**config.mk**
```make
export PLATFORM = sky130hd
export DESIGN_NAME = dice_turn_manager_flat
export DESIGN_NICKNAME = d
export VERILOG_FILES = /design/src/rtl/dice_race_pkg.sv /design/src/rtl/dice_turn_manager_if.sv /design/src/rtl/dice_turn_manager.sv /design/src/flat_wrapper.sv
export SDC_FILE = /design/constraint.sdc
export NUM_CORES = 1
export LEC_CHECK = 0
export BUFFER_PORTS_ARGS = -buffer_cell sky130_fd_sc_hd__buf_2
export CAP_MARGIN = 40
export CORE_UTILIZATION = 42
export DETAILED_ROUTE_END_ITERATION = 10
export GPL_TIMING_DRIVEN = 0
export PLACE_DENSITY_LB_ADDON = 0.1
export SKIP_LAST_GASP = 1
export SYNTH_ARGS = -nofsm -noshare
export SYNTH_HDL_FRONTEND = slang
export SYNTH_SLANG_ARGS = --single-unit
```
**constraint.sdc**
```tcl
create_clock -name clk -period 5.05 [get_ports clk]
set_input_delay 0 -clock clk [delete_from_list [all_inputs] [get_ports clk]]
set_output_delay 0 -clock clk [all_outputs]
set_load 0.02 [all_outputs]
```
**src/rtl/dice_race_pkg.sv**
```systemverilog
// Shared definitions for the dice race game: board geometry, player
// encodings, the turn sequencer state type and the index-to-pixel helper.
package dice_race_pkg;

  localparam int NUM_CELLS = 20;
  localparam int START_X   = 20;
  localparam int CELL_W    = 30;
  localparam int FLAG_X    = START_X + NUM_CELLS * CELL_W;

  localparam logic PLAYER1 = 1'b0;
  localparam logic PLAYER2 = 1'b1;

  typedef enum logic [2:0] {
    WAIT_ROLL,
    ADVANCE,
    ISSUE,
    WAIT_DONE,
    NEXT,
    GAME_OVER
  } state_t;

  // Board index to the pixel x of that cell's target position.
  function automatic logic [9:0] idx_to_x(input logic [4:0] idx);
    return 10'(START_X + CELL_W * int'(idx));
  endfunction

endpackage

```
**src/rtl/dice_turn_manager_if.sv**
```systemverilog
// Bundle between the turn sequencer and its neighbours: dice input from the
// detection path, turn_done from player_controller, and the target/status
// outputs. The slave side is the turn manager itself.
interface dice_turn_manager_if;

  logic [2:0] dice_value;
  logic       dice_valid;
  logic       turn_done;
  logic [9:0] player1_pos_x;
  logic [9:0] player2_pos_x;
  logic       pos_valid;
  logic       active_player;
  logic [2:0] last_roll;
  logic       busy;
  logic       game_over;
  logic       winner;

  modport master (
    output dice_value, dice_valid, turn_done,
    input  player1_pos_x, player2_pos_x, pos_valid, active_player,
           last_roll, busy, game_over, winner
  );

  modport slave (
    input  dice_value, dice_valid, turn_done,
    output player1_pos_x, player2_pos_x, pos_valid, active_player,
           last_roll, busy, game_over, winner
  );

endinterface

```
**src/rtl/dice_turn_manager.sv**
```systemverilog
// Turn-based sequencer for the dice race. Accepts a dice roll, advances the
// active player's board index (clamped at the flag), publishes registered
// pixel targets with a one-cycle pos_valid, then waits for turn_done (or a
// timeout) before handing the turn over or declaring a winner.
// Optional build macro EXTRA_ROLL_ON_SIX_EN: a roll of 6 that does not win
// gives the same player another roll instead of alternating.
module dice_turn_manager
  import dice_race_pkg::*;
#(
  parameter int DONE_TIMEOUT = 25000000
) (
  input  logic                clk,
  input  logic                rst_n,
  input  logic                game_start,
  dice_turn_manager_if.slave  bus
);

  localparam int CNT_W = (DONE_TIMEOUT > 1) ? $clog2(DONE_TIMEOUT) : 1;

  state_t           state;
  state_t           state_next;
  logic [4:0]       idx_p1;
  logic [4:0]       idx_p2;
  logic [4:0]       cur_idx;
  logic [5:0]       sum;
  logic [4:0]       new_idx;
  logic [CNT_W-1:0] timeout_cnt;
  logic             timeout_hit;
  logic             dice_ok;
  logic             won;
  logic             keep_player;

  assign cur_idx     = (bus.active_player == PLAYER2) ? idx_p2 : idx_p1;
  assign sum         = {1'b0, cur_idx} + {3'b000, bus.last_roll};
  assign new_idx     = (sum > 6'(NUM_CELLS)) ? 5'(NUM_CELLS) : sum[4:0];
  assign timeout_hit = (timeout_cnt == CNT_W'(DONE_TIMEOUT - 1));
  assign dice_ok     = bus.dice_valid && (bus.dice_value != 3'd0) && (bus.dice_value != 3'd7);
  assign won         = (cur_idx == 5'(NUM_CELLS));

`ifdef EXTRA_ROLL_ON_SIX_EN
  assign keep_player = (bus.last_roll == 3'd6);
`else
  assign keep_player = 1'b0;
`endif

  assign bus.busy      = (state != WAIT_ROLL) && (state != GAME_OVER);
  assign bus.game_over = (state == GAME_OVER);

  // State register.
  always_ff @(posedge clk or negedge rst_n) begin
    if (!rst_n) begin
      state <= WAIT_ROLL;
    end else begin
      state <= state_next;
    end
  end

  // Next-state selection; game_start overrides everything else.
  always_comb begin
    state_next = state;
    if (game_start) begin
      state_next = WAIT_ROLL;
    end else begin
      case (state)
        WAIT_ROLL: if (dice_ok) state_next = ADVANCE;
        ADVANCE:   state_next = ISSUE;
        ISSUE:     state_next = WAIT_DONE;
        WAIT_DONE: if (bus.turn_done || timeout_hit) state_next = NEXT;
        NEXT:      state_next = won ? GAME_OVER : WAIT_ROLL;
        GAME_OVER: state_next = GAME_OVER;
        default:   state_next = WAIT_ROLL;
      endcase
    end
  end

  // Completion timeout: counts only while waiting, so it is clear on entry.
  always_ff @(posedge clk or negedge rst_n) begin
    if (!rst_n) begin
      timeout_cnt <= '0;
    end else if (state != WAIT_DONE) begin
      timeout_cnt <= '0;
    end else begin
      timeout_cnt <= timeout_cnt + 1'b1;
    end
  end

  // Game datapath: roll latch, board indices, pixel targets, turn ownership.
  always_ff @(posedge clk or negedge rst_n) begin
    if (!rst_n) begin
      idx_p1            <= '0;
      idx_p2            <= '0;
      bus.player1_pos_x <= 10'(START_X);
      bus.player2_pos_x <= 10'(START_X);
      bus.pos_valid     <= 1'b0;
      bus.active_player <= PLAYER1;
      bus.last_roll     <= 3'd0;
      bus.winner        <= PLAYER1;
    end else begin
      bus.pos_valid <= (state_next == ISSUE);
      if (game_start) begin
        idx_p1            <= '0;
        idx_p2            <= '0;
        bus.player1_pos_x <= 10'(START_X);
        bus.player2_pos_x <= 10'(START_X);
        bus.active_player <= PLAYER1;
        bus.last_roll     <= 3'd0;
        bus.winner        <= PLAYER1;
      end else begin
        case (state)
          WAIT_ROLL: begin
            if (dice_ok) bus.last_roll <= bus.dice_value;
          end
          ADVANCE: begin
            if (bus.active_player == PLAYER2) begin
              idx_p2            <= new_idx;
              bus.player2_pos_x <= idx_to_x(new_idx);
            end else begin
              idx_p1            <= new_idx;
              bus.player1_pos_x <= idx_to_x(new_idx);
            end
          end
          NEXT: begin
            if (won) begin
              bus.winner <= bus.active_player;
            end else if (!keep_player) begin
              bus.active_player <= ~bus.active_player;
            end
          end
          default: ;
        endcase
      end
    end
  end

endmodule

```
**src/flat_wrapper.sv**
```systemverilog
// flat-port wrapper written by rule: the top's interface ports become plain ports
module dice_turn_manager_flat import dice_race_pkg::*;
#(
  parameter int DONE_TIMEOUT = 25000000
)
  (clk, rst_n, game_start, bus_dice_value, bus_dice_valid, bus_turn_done, bus_player1_pos_x, bus_player2_pos_x, bus_pos_valid, bus_active_player, bus_last_roll, bus_busy, bus_game_over, bus_winner);
  dice_turn_manager_if bus_i ();
  input  logic clk;
  input  logic rst_n;
  input  logic game_start;
  input wire logic [$bits(bus_i.dice_value)-1:0] bus_dice_value;
  input wire logic [$bits(bus_i.dice_valid)-1:0] bus_dice_valid;
  input wire logic [$bits(bus_i.turn_done)-1:0] bus_turn_done;
  output wire logic [$bits(bus_i.player1_pos_x)-1:0] bus_player1_pos_x;
  output wire logic [$bits(bus_i.player2_pos_x)-1:0] bus_player2_pos_x;
  output wire logic [$bits(bus_i.pos_valid)-1:0] bus_pos_valid;
  output wire logic [$bits(bus_i.active_player)-1:0] bus_active_player;
  output wire logic [$bits(bus_i.last_roll)-1:0] bus_last_roll;
  output wire logic [$bits(bus_i.busy)-1:0] bus_busy;
  output wire logic [$bits(bus_i.game_over)-1:0] bus_game_over;
  output wire logic [$bits(bus_i.winner)-1:0] bus_winner;
  assign bus_i.dice_value = bus_dice_value;
  assign bus_i.dice_valid = bus_dice_valid;
  assign bus_i.turn_done = bus_turn_done;
  assign bus_player1_pos_x = bus_i.player1_pos_x;
  assign bus_player2_pos_x = bus_i.player2_pos_x;
  assign bus_pos_valid = bus_i.pos_valid;
  assign bus_active_player = bus_i.active_player;
  assign bus_last_roll = bus_i.last_roll;
  assign bus_busy = bus_i.busy;
  assign bus_game_over = bus_i.game_over;
  assign bus_winner = bus_i.winner;
  dice_turn_manager #(.DONE_TIMEOUT(DONE_TIMEOUT)) u_core (.clk(clk), .rst_n(rst_n), .game_start(game_start), .bus(bus_i));
endmodule
```
==> results.md <==
- R2r worst-path depth: 20
- Slew Viols, Final: 0
- Worst EP required: 5.30 ns
- Top cell family by delay on the critical path: adder cells
- Clock sink count: 60
- RSZ-0062 raised after global routing: yes
- Final setup TNS: 0 ns
- Leakage power total: 2.01 nW
- Synth Cell Area: ~3800 um^2
- GP Congestion: around 0.77
- First-pass GRT wire length: 13800 um
- DR vias: 3031
- Fin crit share: 0.996
- Worst VDD drop: 0.276 mV
- Core Util, Final: 0.532
- Final layout net count: 487
- Clock Path Buffers: 2
- DRC violations left: 0
- Primary FF master, synth: dfrtp_1
- CP endpoint kind: flop
- Clk slew on worst S/H paths: ~0.07 ns
- Die area: a little over 9000 um^2
- Iter 0 DRT Violations: 148
- Num rows: 34
- Initial antenna violation count: 0
- Most frequent cells in the layout: 55 x dfrtp_1, 43 x nor2_1, 35 x buf_2, 27 x nand2_1, 25 x inv_1
- CTS tree: yes
- Htree depth: 3
- Mean post-synth cell area: 9.64 um^2
- Pre-CTS WS: -0.469 ns
- Data arrival, critical path: 5.28 ns
- Synth area leader: dfrtp_1
- Core box area: 8680 um^2
- Period minus WS final: 5.03 ns
- Antenna diodes: 0
- Routed Antenna Nets: 0
- Post-synth EDFFs: 0
- Die Y: 96.5 um
- Largest net degree at the start of global routing: 38
- Startpoint types: flop
- Total Power: 1.54 mW
- Critical-path maximum fanout: 5
- Cell Pwr Density: 333 nW/um^2
- Placed Area: 4160 um^2
- Post-synthesis cell count: between 300 and 400
- Final setup skew: 0.00900 ns
- Gr usage total: 0.200
- Worst-path cell chain: buf_12, mux2_4, ha_4, inv_2, fa_2, nand2b_4, a21oi_4, mux2_4, a21oi_4, nand2b_4, fa_1, fa_1, inv_2, fa_2, a21oi_2, a211o_1, nor4_4, buf_4, xnor2_2, o31ai_1
- Max Freq: 199 MHz
- Placed Cells: 532
- Leading cell type in the layout, fill and taps excluded: dfrtp_1
- Crit path kind: flop to flop
- Port bufs: 33
- Synth warn: 0
- Hold/Removal Path Class: input port to flop
- P&R area growth vs syn: 23.0%
- Die W: 96.5 um
- Drt wl/cell: 15.2 um
- Clock root cell: clkbuf_8
- Critical path depth: 20
- Vias in the first global route: ~2700
- 1st-pass router iterations: 4
- Hold path depth: 3
- Layout cells sized above 1: 0.259
- Flop and latch count out of synthesis: 60
- WHS: ~0.076 ns
- Final worst setup slack: 0.0214 ns
- Starting density of the core: 0.432
- Slew @ Worst Pin: 0.586 ns
- Post-DP HPWL: 6130 um
- Clock buffer count from CTS: 9
- Design area: 4610 um^2
- Fillers: approximately 850
- WL final: 8630 um
- Relative slew slack: 0.604
- Vias per std cell: 5.34
- Cell variety after synth: 62
- Status: complete, no violations
- Max cap viols: 0
- Synth top area share: 0.374
- Synth area leaders: dfrtp_1 37%, ha_1 5.0%, xnor2_1 4.9%
- Top-level I/O count: 36
- Final Hold Viols: 0
- CP bufs+invs: 4
- Critical path's slowest cell: fa_1
- Post-synth ARST share: 1.00
- Sequential share of the synthesized area: 0.402
- Fin cells: 568
- Worst path max stage delay: 0.56 ns
- Setup violations, final: 0
- Total gr overflow: 0
- Clock Latency Late Sink: 0.35 ns
-- synth_stat cells, drive strengths merged (2+ instances only) --
cell / number
a211o: 2
or3: 6
o211a: 2
mux2: 13
nand2b: 8
a211oi: 3
o41ai: 2
and4: 3
nor3: 7
and3: 3
nor4: 10
nor3b: 2
xor2: 5
nand2: 27
a221o: 2
ha: 15
nand3: 18
a21oi: 15
nand4: 5
nor2b: 4
o31ai: 10
o21ai: 8
a22o: 3
o21ba: 2
inv: 27
dfstp: 4
fa: 8
clkbuf: 12
nor2: 43
a2111o: 2
xnor2: 21
nor4b: 3
or2: 4
mux2i: 7
a2111oi: 3
buf: 8
dfrtp: 56
-- sequential cells by signal, indices dropped and copies added (netlist names) --
name,cells
u_core.timeout_cnt,25
u_core.bus.player1_pos_x,8
u_core.bus.player2_pos_x,8
u_core.idx_p1,5
u_core.idx_p2,5
u_core.bus.last_roll,3
u_core.state,3
u_core.bus.active_player,1
u_core.bus.pos_valid,1
u_core.bus.winner,1
-- tightest hold or removal path: stages --
cell and delay [ns]:
buf_2 0.14, nand2b_1 0.13, mux2_1 0.12
-- final timing paths --
check	start	slack, ns	end
setup / recovery	u_core.bus.active_player$_DFFE_PN0P_	0.02	u_core.bus.player2_pos_x[8]$_DFFE_PN0P_
hold / removal	game_start	0.08	u_core.bus.player2_pos_x[2]$_DFFE_PN1P_
setup reg to reg	u_core.bus.active_player$_DFFE_PN0P_	0.02	u_core.bus.player2_pos_x[8]$_DFFE_PN0P_
hold reg to reg	u_core.bus.player2_pos_x[8]$_DFFE_PN0P_	0.48	u_core.bus.player2_pos_x[8]$_DFFE_PN0P_
max in group asynchronous	rst_n	4.21	u_core.bus.player2_pos_x[2]$_DFFE_PN1P_
min in group asynchronous	rst_n	0.18	u_core.timeout_cnt[13]$_DFF_PN0_
-- power breakdown --
group	switching (mW)	internal, mW	total, mW
registers	0.0277	0.531	0.558
logic	0.331	0.262	0.593
clock network	0.184	0.201	0.385
total	0.543	0.994	1.54
-- kinds of logic (layout without fill, tap and decap cells) --
family | Yosys count | after routing | synth area share
AO/OA/AOI/OAI | 65 | 65 | 0.130
XOR/XNOR | 26 | 26 | 0.0607
adder cells (fa/ha/maj) | 23 | 23 | 0.0927
buffers and inverters | 47 | 117 | 0.0547
flip-flops | 60 | 60 | 0.402
multiplexers | 20 | 20 | 0.0587
other | 1 | 2 | 0.00100
AND/OR/NAND/NOR | 147 | 147 | 0.200
-- what timing repair did --
item | CTS | global route
gates resized for setup | 10 | 11
pin swaps | 11 | 12
hold buffers | 5 | 0
setup endpoints to repair | 8 | 8
endpoints found under the hold margin | 27 | 0
buffers inserted | 7 | 10
-- routing by layer --
metal	share of wire	vias up	track usage
met1	0.51	1442	0.293
met2	0.43	75	0.289
met4	0.0083	0	0.0478
li1	-	1506	-
met3	0.050	8	0.0571
met5	0	-	0
-- final cells by class --
class	instances	area [um^2]	share of cell area
buffer	19	113	0.0244
timing repair buffer	56	363	0.0786
clock buffer	13	159	0.0344
tap	108	135	0.0293
sequential	60	1510	0.327
clock inverter	2	10.0	0.00217
multi-input combinational	283	2230	0.482
inverter	27	101	0.0220
No activity file was read; power rests on OpenSTA's default activity.
